File: config.mk
export PLATFORM = sky130hd
export DESIGN_NAME = seq_div_16b
export DESIGN_NICKNAME = d
export VERILOG_FILES = /design/src/rtl/seq_div_16b.sv
export SDC_FILE = /design/constraint.sdc
export NUM_CORES = 1
export LEC_CHECK = 0
export CAP_MARGIN = 25
export CORE_MARGIN = 2
export CORE_UTILIZATION = 44
export CTS_BUF_LIST = sky130_fd_sc_hd__clkbuf_2 sky130_fd_sc_hd__clkbuf_4 sky130_fd_sc_hd__clkbuf_8
export DETAILED_ROUTE_END_ITERATION = 7
export PLACE_DENSITY = 0.7
export RECOVER_POWER = 25
export SLEW_MARGIN = 20
export SYNTH_ARGS = -nofsm -noshare
export SYNTH_HDL_FRONTEND = slang
export SYNTH_SLANG_ARGS = --single-unit
export TNS_END_PERCENT = 50
File: constraint.sdc
create_clock -name Div_i_Clk -period 2.7 [get_ports Div_i_Clk]
set_input_delay 0.405 -clock Div_i_Clk [delete_from_list [all_inputs] [get_ports Div_i_Clk]]
set_output_delay 0.405 -clock Div_i_Clk [all_outputs]
set_load 0.005 [all_outputs]
File: src/rtl/seq_div_16b.sv
// Multi-cycle unsigned restoring divider: one quotient bit per clock, start/done handshake.
// Division by zero completes in one cycle with Q = all ones, R = A and DivZero flagged.
module seq_div_16b #(
  parameter int WIDTH = 16
) (
  input  logic             Div_i_Clk,
  input  logic             Div_i_Rst,
  input  logic             Div_i_Start,
  input  logic [WIDTH-1:0] Div_i_A,
  input  logic [WIDTH-1:0] Div_i_B,
  output logic             Div_o_Busy,
  output logic             Div_o_Done,
  output logic [WIDTH-1:0] Div_o_Q,
  output logic [WIDTH-1:0] Div_o_R,
  output logic             Div_o_DivZero
);

  localparam int CNT_W = $clog2(WIDTH + 1);

  typedef enum logic {
    S_IDLE = 1'b0,
    S_CALC = 1'b1
  } state_t;

  state_t             state_q, state_d;
  logic [WIDTH-1:0]   wq_q, wq_d;
  logic [WIDTH-1:0]   div_q, div_d;
  logic [WIDTH-1:0]   rem_q, rem_d;
  logic [CNT_W-1:0]   cnt_q, cnt_d;
  logic               busy_q, busy_d;
  logic               done_q, done_d;
  logic [WIDTH-1:0]   q_q, q_d;
  logic [WIDTH-1:0]   r_q, r_d;
  logic               dz_q, dz_d;
  logic [WIDTH:0]     shifted_s;
  logic [WIDTH:0]     trial_s;
  logic [WIDTH-1:0]   wq_next_s;

  // Next-state and datapath: one subtract-or-restore step per CALC cycle.
  // A non-borrowing trial always has a zero MSB, so the kept remainder fits in WIDTH bits.
  always_comb begin
    state_d   = state_q;
    wq_d      = wq_q;
    div_d     = div_q;
    rem_d     = rem_q;
    cnt_d     = cnt_q;
    busy_d    = busy_q;
    done_d    = 1'b0;
    q_d       = q_q;
    r_d       = r_q;
    dz_d      = dz_q;
    shifted_s = {rem_q, wq_q[WIDTH-1]};
    trial_s   = shifted_s - {1'b0, div_q};
    wq_next_s = wq_q;
    case (state_q)
      S_IDLE: begin
        if (Div_i_Start) begin
          if (Div_i_B != {WIDTH{1'b0}}) begin
            wq_d    = Div_i_A;
            div_d   = Div_i_B;
            rem_d   = {WIDTH{1'b0}};
            cnt_d   = {CNT_W{1'b0}};
            busy_d  = 1'b1;
            state_d = S_CALC;
          end else begin
            q_d    = {WIDTH{1'b1}};
            r_d    = Div_i_A;
            dz_d   = 1'b1;
            done_d = 1'b1;
          end
        end else begin
          state_d = S_IDLE;
        end
      end
      S_CALC: begin
        if (!trial_s[WIDTH]) begin
          rem_d     = trial_s[WIDTH-1:0];
          wq_next_s = {wq_q[WIDTH-2:0], 1'b1};
        end else begin
          rem_d     = shifted_s[WIDTH-1:0];
          wq_next_s = {wq_q[WIDTH-2:0], 1'b0};
        end
        wq_d  = wq_next_s;
        cnt_d = cnt_q + CNT_W'(1);
        if (cnt_q == CNT_W'(WIDTH - 1)) begin
          q_d     = wq_next_s;
          r_d     = rem_d;
          dz_d    = 1'b0;
          done_d  = 1'b1;
          busy_d  = 1'b0;
          state_d = S_IDLE;
        end else begin
          state_d = S_CALC;
        end
      end
      default: begin
        state_d = S_IDLE;
        busy_d  = 1'b0;
      end
    endcase
  end

  // State and output registers; synchronous reset aborts any operation in flight.
  always_ff @(posedge Div_i_Clk) begin
    if (Div_i_Rst) begin
      state_q <= S_IDLE;
      wq_q    <= {WIDTH{1'b0}};
      div_q   <= {WIDTH{1'b0}};
      rem_q   <= {WIDTH{1'b0}};
      cnt_q   <= {CNT_W{1'b0}};
      busy_q  <= 1'b0;
      done_q  <= 1'b0;
      q_q     <= {WIDTH{1'b0}};
      r_q     <= {WIDTH{1'b0}};
      dz_q    <= 1'b0;
    end else begin
      state_q <= state_d;
      wq_q    <= wq_d;
      div_q   <= div_d;
      rem_q   <= rem_d;
      cnt_q   <= cnt_d;
      busy_q  <= busy_d;
      done_q  <= done_d;
      q_q     <= q_d;
      r_q     <= r_d;
      dz_q    <= dz_d;
    end
  end

  assign Div_o_Busy    = busy_q;
  assign Div_o_Done    = done_q;
  assign Div_o_Q       = q_q;
  assign Div_o_R       = r_q;
  assign Div_o_DivZero = dz_q;

endmodule

==> flow_metrics.py <==
metrics = {
    "timing": {
        "max_freq_mhz": 385,
        "fin_worst_skew_ns": 0.00747,
        "slew_violations": 0,
        "hold_violations": 0,
        "layout_setup_ws_ns": 0.105,
        "period_minus_slack_ns": 2.60,
        "relSlewSlack_pct": 61.0,
        "hold_ws_ns": 0.454,
        "setup_violations": 0,
        "worst_pin_slew_ns": 0.585,
        "period_share_pct": 96.1,
    },
    "cts": {
        "clockRootBuffer": "clkbuf_8",
        "ctsHoldBuffers": 0,
        "clkSlewWorstSetupHoldPaths_ns": 0.09,
        "cts_tree": "yes",
        "clkSinkCount": 89,
        "htreeDepth": 3,
        "insertion_delay_ns": 0.37,
        "clockBufferDepth": 2,
        "cts_inserted_buffers": 9,
    },
    "pwr": {
        "leakage_nw": 2.30,
        "peakVddDrop_v": 0.000703,
        "power_w": 0.00605,
        "cellPowerDensity_mw_per_mm2": 1050,
    },
    "drt": {
        "wl_per_cell_um": 15.3,
        "drt_wl_total_um": 11800,
        "first_iter_violations": 155,
        "drtPass1Iterations": 4,
        "drcViolationCount": 0,
        "vias": 4158,
        "ant_nets": 0,
        "viasPerCell": 5.41,
    },
    "worst_setup_path": {
        "crit_path_top_delay_cell": "or3_4",
        "end_kind": "register",
        "arrival_ns": 2.85,
        "cp_top_family": "simple AND/OR/NAND/NOR gates",
        "critical_path_required_ns": 2.95,
        "crit_fanout": 6,
        "critPathBufInv": 2,
        "path_cells": "inv_1, ha_1, nand3_2, o211ai_1, or3_4, o21ai_4, xor2_2, buf_6, mux2_4, a221oi_1, nor3_1",
        "critPathLaunchType": "register",
        "critPathKind": "register to register",
        "max_stage_delay_ns": 0.40,
    },
    "job": {
        "maxCapViolCount": 0,
    },
    "finish": {
        "diodes": 0,
        "synthToLayoutAreaGrowth_pct": 32.3,
        "fillerInstances": 849,
        "fin_nets": 685,
        "finalInstanceArea_sq_mm": 0.00577,
        "multiInputGateArea_sq_mm": 0.00252,
        "drive_above_1_share_pct": 14.9,
        "register_area_sq_mm": 0.00179,
    },
    "global_routing": {
        "antenna_found_initial": 0,
        "grt-ovfl-total": 0,
        "grtUsageTotal_pct": 22.4,
        "grt_max_degree": 42,
        "grt_pass1_wl_um": 19700,
        "grt_pass1_vias": 4099,
    },
    "min_path": {
        "hold_path.class": "register to register",
    },
    "synthesis": {
        "synth-warning-count": 0,
        "syn_inst": 544,
        "ys_seq_area_share_pct": 40.9,
        "postSynthAreaPerCell_sq_um": 8.02,
        "synthesis.nets": 598,
        "synthArstFlopShare_pct": 0,
        "ys.flop_type": "dfxtp_1",
        "ys_ff_latch": 89,
        "synth_edf_count": 0,
        "yosysUniqueCellTypes": 49,
        "netlist_area_sq_mm": 0.00436,
    },
    "placement": {
        "hpwl_um": 8620,
        "pre_cts_ws_ns": -0.106,
        "placed_cell_area_sq_mm": 0.00537,
        "io_buffers": 69,
        "gp_congestion": 0.913,
    },
    "die": {
        "io_pins": 70,
        "core_area_sq_mm": 0.00968,
        "start_util_pct": 45.0,
        "rows": 36,
        "fp.dieH_um": 104,
        "die_w_um": 104,
        "die_area_sq_mm": 0.0107,
    },
    "status": {
        "outcome": "finished, final reports clean",
    },
}
## cells in the mapped netlist (all sizes together), types with 6 or more instances
cell / number / area, sq um
a211oi: 22 / 165
a21o: 6 / 45.0
a21oi: 50 / 254
a221oi: 9 / 78.8
buf: 8 / 48.8
clkbuf: 25 / 93.8
dfxtp: 89 / 1780
ha: 18 / 225
inv: 21 / 78.8
mux2: 6 / 67.6
nand2: 71 / 267
nand2b: 7 / 43.8
nor2: 70 / 263
nor2b: 18 / 113
nor3: 13 / 65.1
nor4: 18 / 113
o21ai: 27 / 139
xnor2: 6 / 52.6
xor2: 7 / 68.8
## cell families after synthesis
family | Yosys count | share of synthesized area (%)
DFF | 89 | 40.9
adders and majority gates | 19 | 5.62
muxes | 10 | 2.47
buffers and inverters | 54 | 5.08
and+or+nand+nor | 225 | 24.0
AOI/OAI and AO/OA | 134 | 19.2
xor gates and xnor gates | 13 | 2.78
## cell type report
| cell class | instances | share of cell area [%] |
|---|---|---|
| well taps | 133 | 2.89 |
| multi-input cells | 401 | 43.7 |
| repair buffers | 109 | 17.5 |
| inverters | 21 | 1.37 |
| flip-flops and latches | 89 | 31.0 |
| clock buffers | 10 | 2.39 |
| clock inverters | 6 | 1.24 |
## metal layers
| metal | part of all wire, % | wire length (um) | vias up | GRT usage [%] |
|---|---|---|---|---|
| met4 | 2.5 | 300 | 0 | 9.36 |
| li1 | - | - | 2077 | - |
| met2 | 49 | 5790 | 111 | 38.8 |
| met5 | 0 | 0 | - | 0 |
| met3 | 3.9 | 465 | 23 | 2.96 |
| met1 | 44 | 5230 | 1947 | 28.1 |
## what timing repair did
| item | CTS | global route |
|---|---|---|
| endpoints found under the setup margin | 11 | 27 |
| pin swaps | 5 | 13 |
| buffers inserted | 1 | 2 |
| gates resized for setup | 9 | 28 |
## layout by cell type, fill, tap and decap left out, types with 3 or more instances in the layout
| cell type | instances |
|---|---|
| dfxtp_1 | 86 |
| nand2_1 | 70 |
| nor2_1 | 70 |
| a21oi_1 | 45 |
| clkdlybuf4s50_1 | 38 |
| buf_4 | 36 |
| dlygate4sd3_1 | 30 |
| o21ai_0 | 23 |
| a211oi_1 | 21 |
| inv_1 | 20 |
| nor4_1 | 18 |
| nor2b_1 | 18 |
| ha_1 | 13 |
| nor3_1 | 12 |
| clkbuf_8 | 10 |
| a221oi_1 | 7 |
| xnor2_1 | 6 |
| nand2b_1 | 6 |
| a21o_1 | 6 |
| xor2_1 | 6 |
| o211ai_1 | 5 |
| and2_1 | 4 |
| a21oi_2 | 4 |
| nand3_1 | 4 |
| or3_1 | 4 |
| nand4_1 | 3 |
| nand3b_1 | 3 |
| or2_2 | 3 |
| a31oi_1 | 3 |
| mux2i_1 | 3 |
| mux2_2 | 3 |
| ha_4 | 3 |
| inv_6 | 3 |
| dfxtp_2 | 3 |
| buf_6 | 3 |
## final timing paths
kind | start | to | slack (ns) | depth (start not counted)
worst max-delay path | div_q[11]$_SDFFE_PP0P_ | Div_o_R[7]$_SDFFE_PP0P_ | 0.10 | 11
worst max register to register | div_q[11]$_SDFFE_PP0P_ | Div_o_R[7]$_SDFFE_PP0P_ | 0.10 | 11
worst min-delay path | Div_o_Busy$_SDFFE_PP0P_ | Div_o_Busy$_SDFFE_PP0P_ | 0.45 | 2
worst min register to register | Div_o_Busy$_SDFFE_PP0P_ | Div_o_Busy$_SDFFE_PP0P_ | 0.45 | 2
## flip-flops by register name (all words and copies together) (netlist names)
signal,flops
Div_o_Q,16
Div_o_R,16
div_q,16
rem_q,16
wq_q,16
cnt_q,5
Div_o_Busy,1
Div_o_DivZero,1
Div_o_Done,1
state_q,1
## worst min-delay path: stages (launching register included)
cell and delay [ns]:
dfxtp_1 0.32, nand2_1 0.05, a21oi_1 0.05
## per-stage QoR
| stage | util, % | cells | setup TNS, ns |
|---|---|---|---|
| after floorplan | - | 544 | 0 |
| after global placement | 55.4 | 751 | -0.149 |
| after detailed placement | 55.4 | 751 | -0.620 |
| after CTS | 58.1 | 768 | 0 |
| after global routing | 59.5 | 769 | -0.0757 |
| final | 59.5 | 769 | 0 |
## power breakdown
group          switching (W)  total [W]  internal (W)
clock network       0.000522   0.000985      0.000463
logic                0.00182    0.00350       0.00168
registers           0.000126    0.00157       0.00144
total                0.00247    0.00605       0.00358
Note: power is estimated with default switching activity, not from simulation.
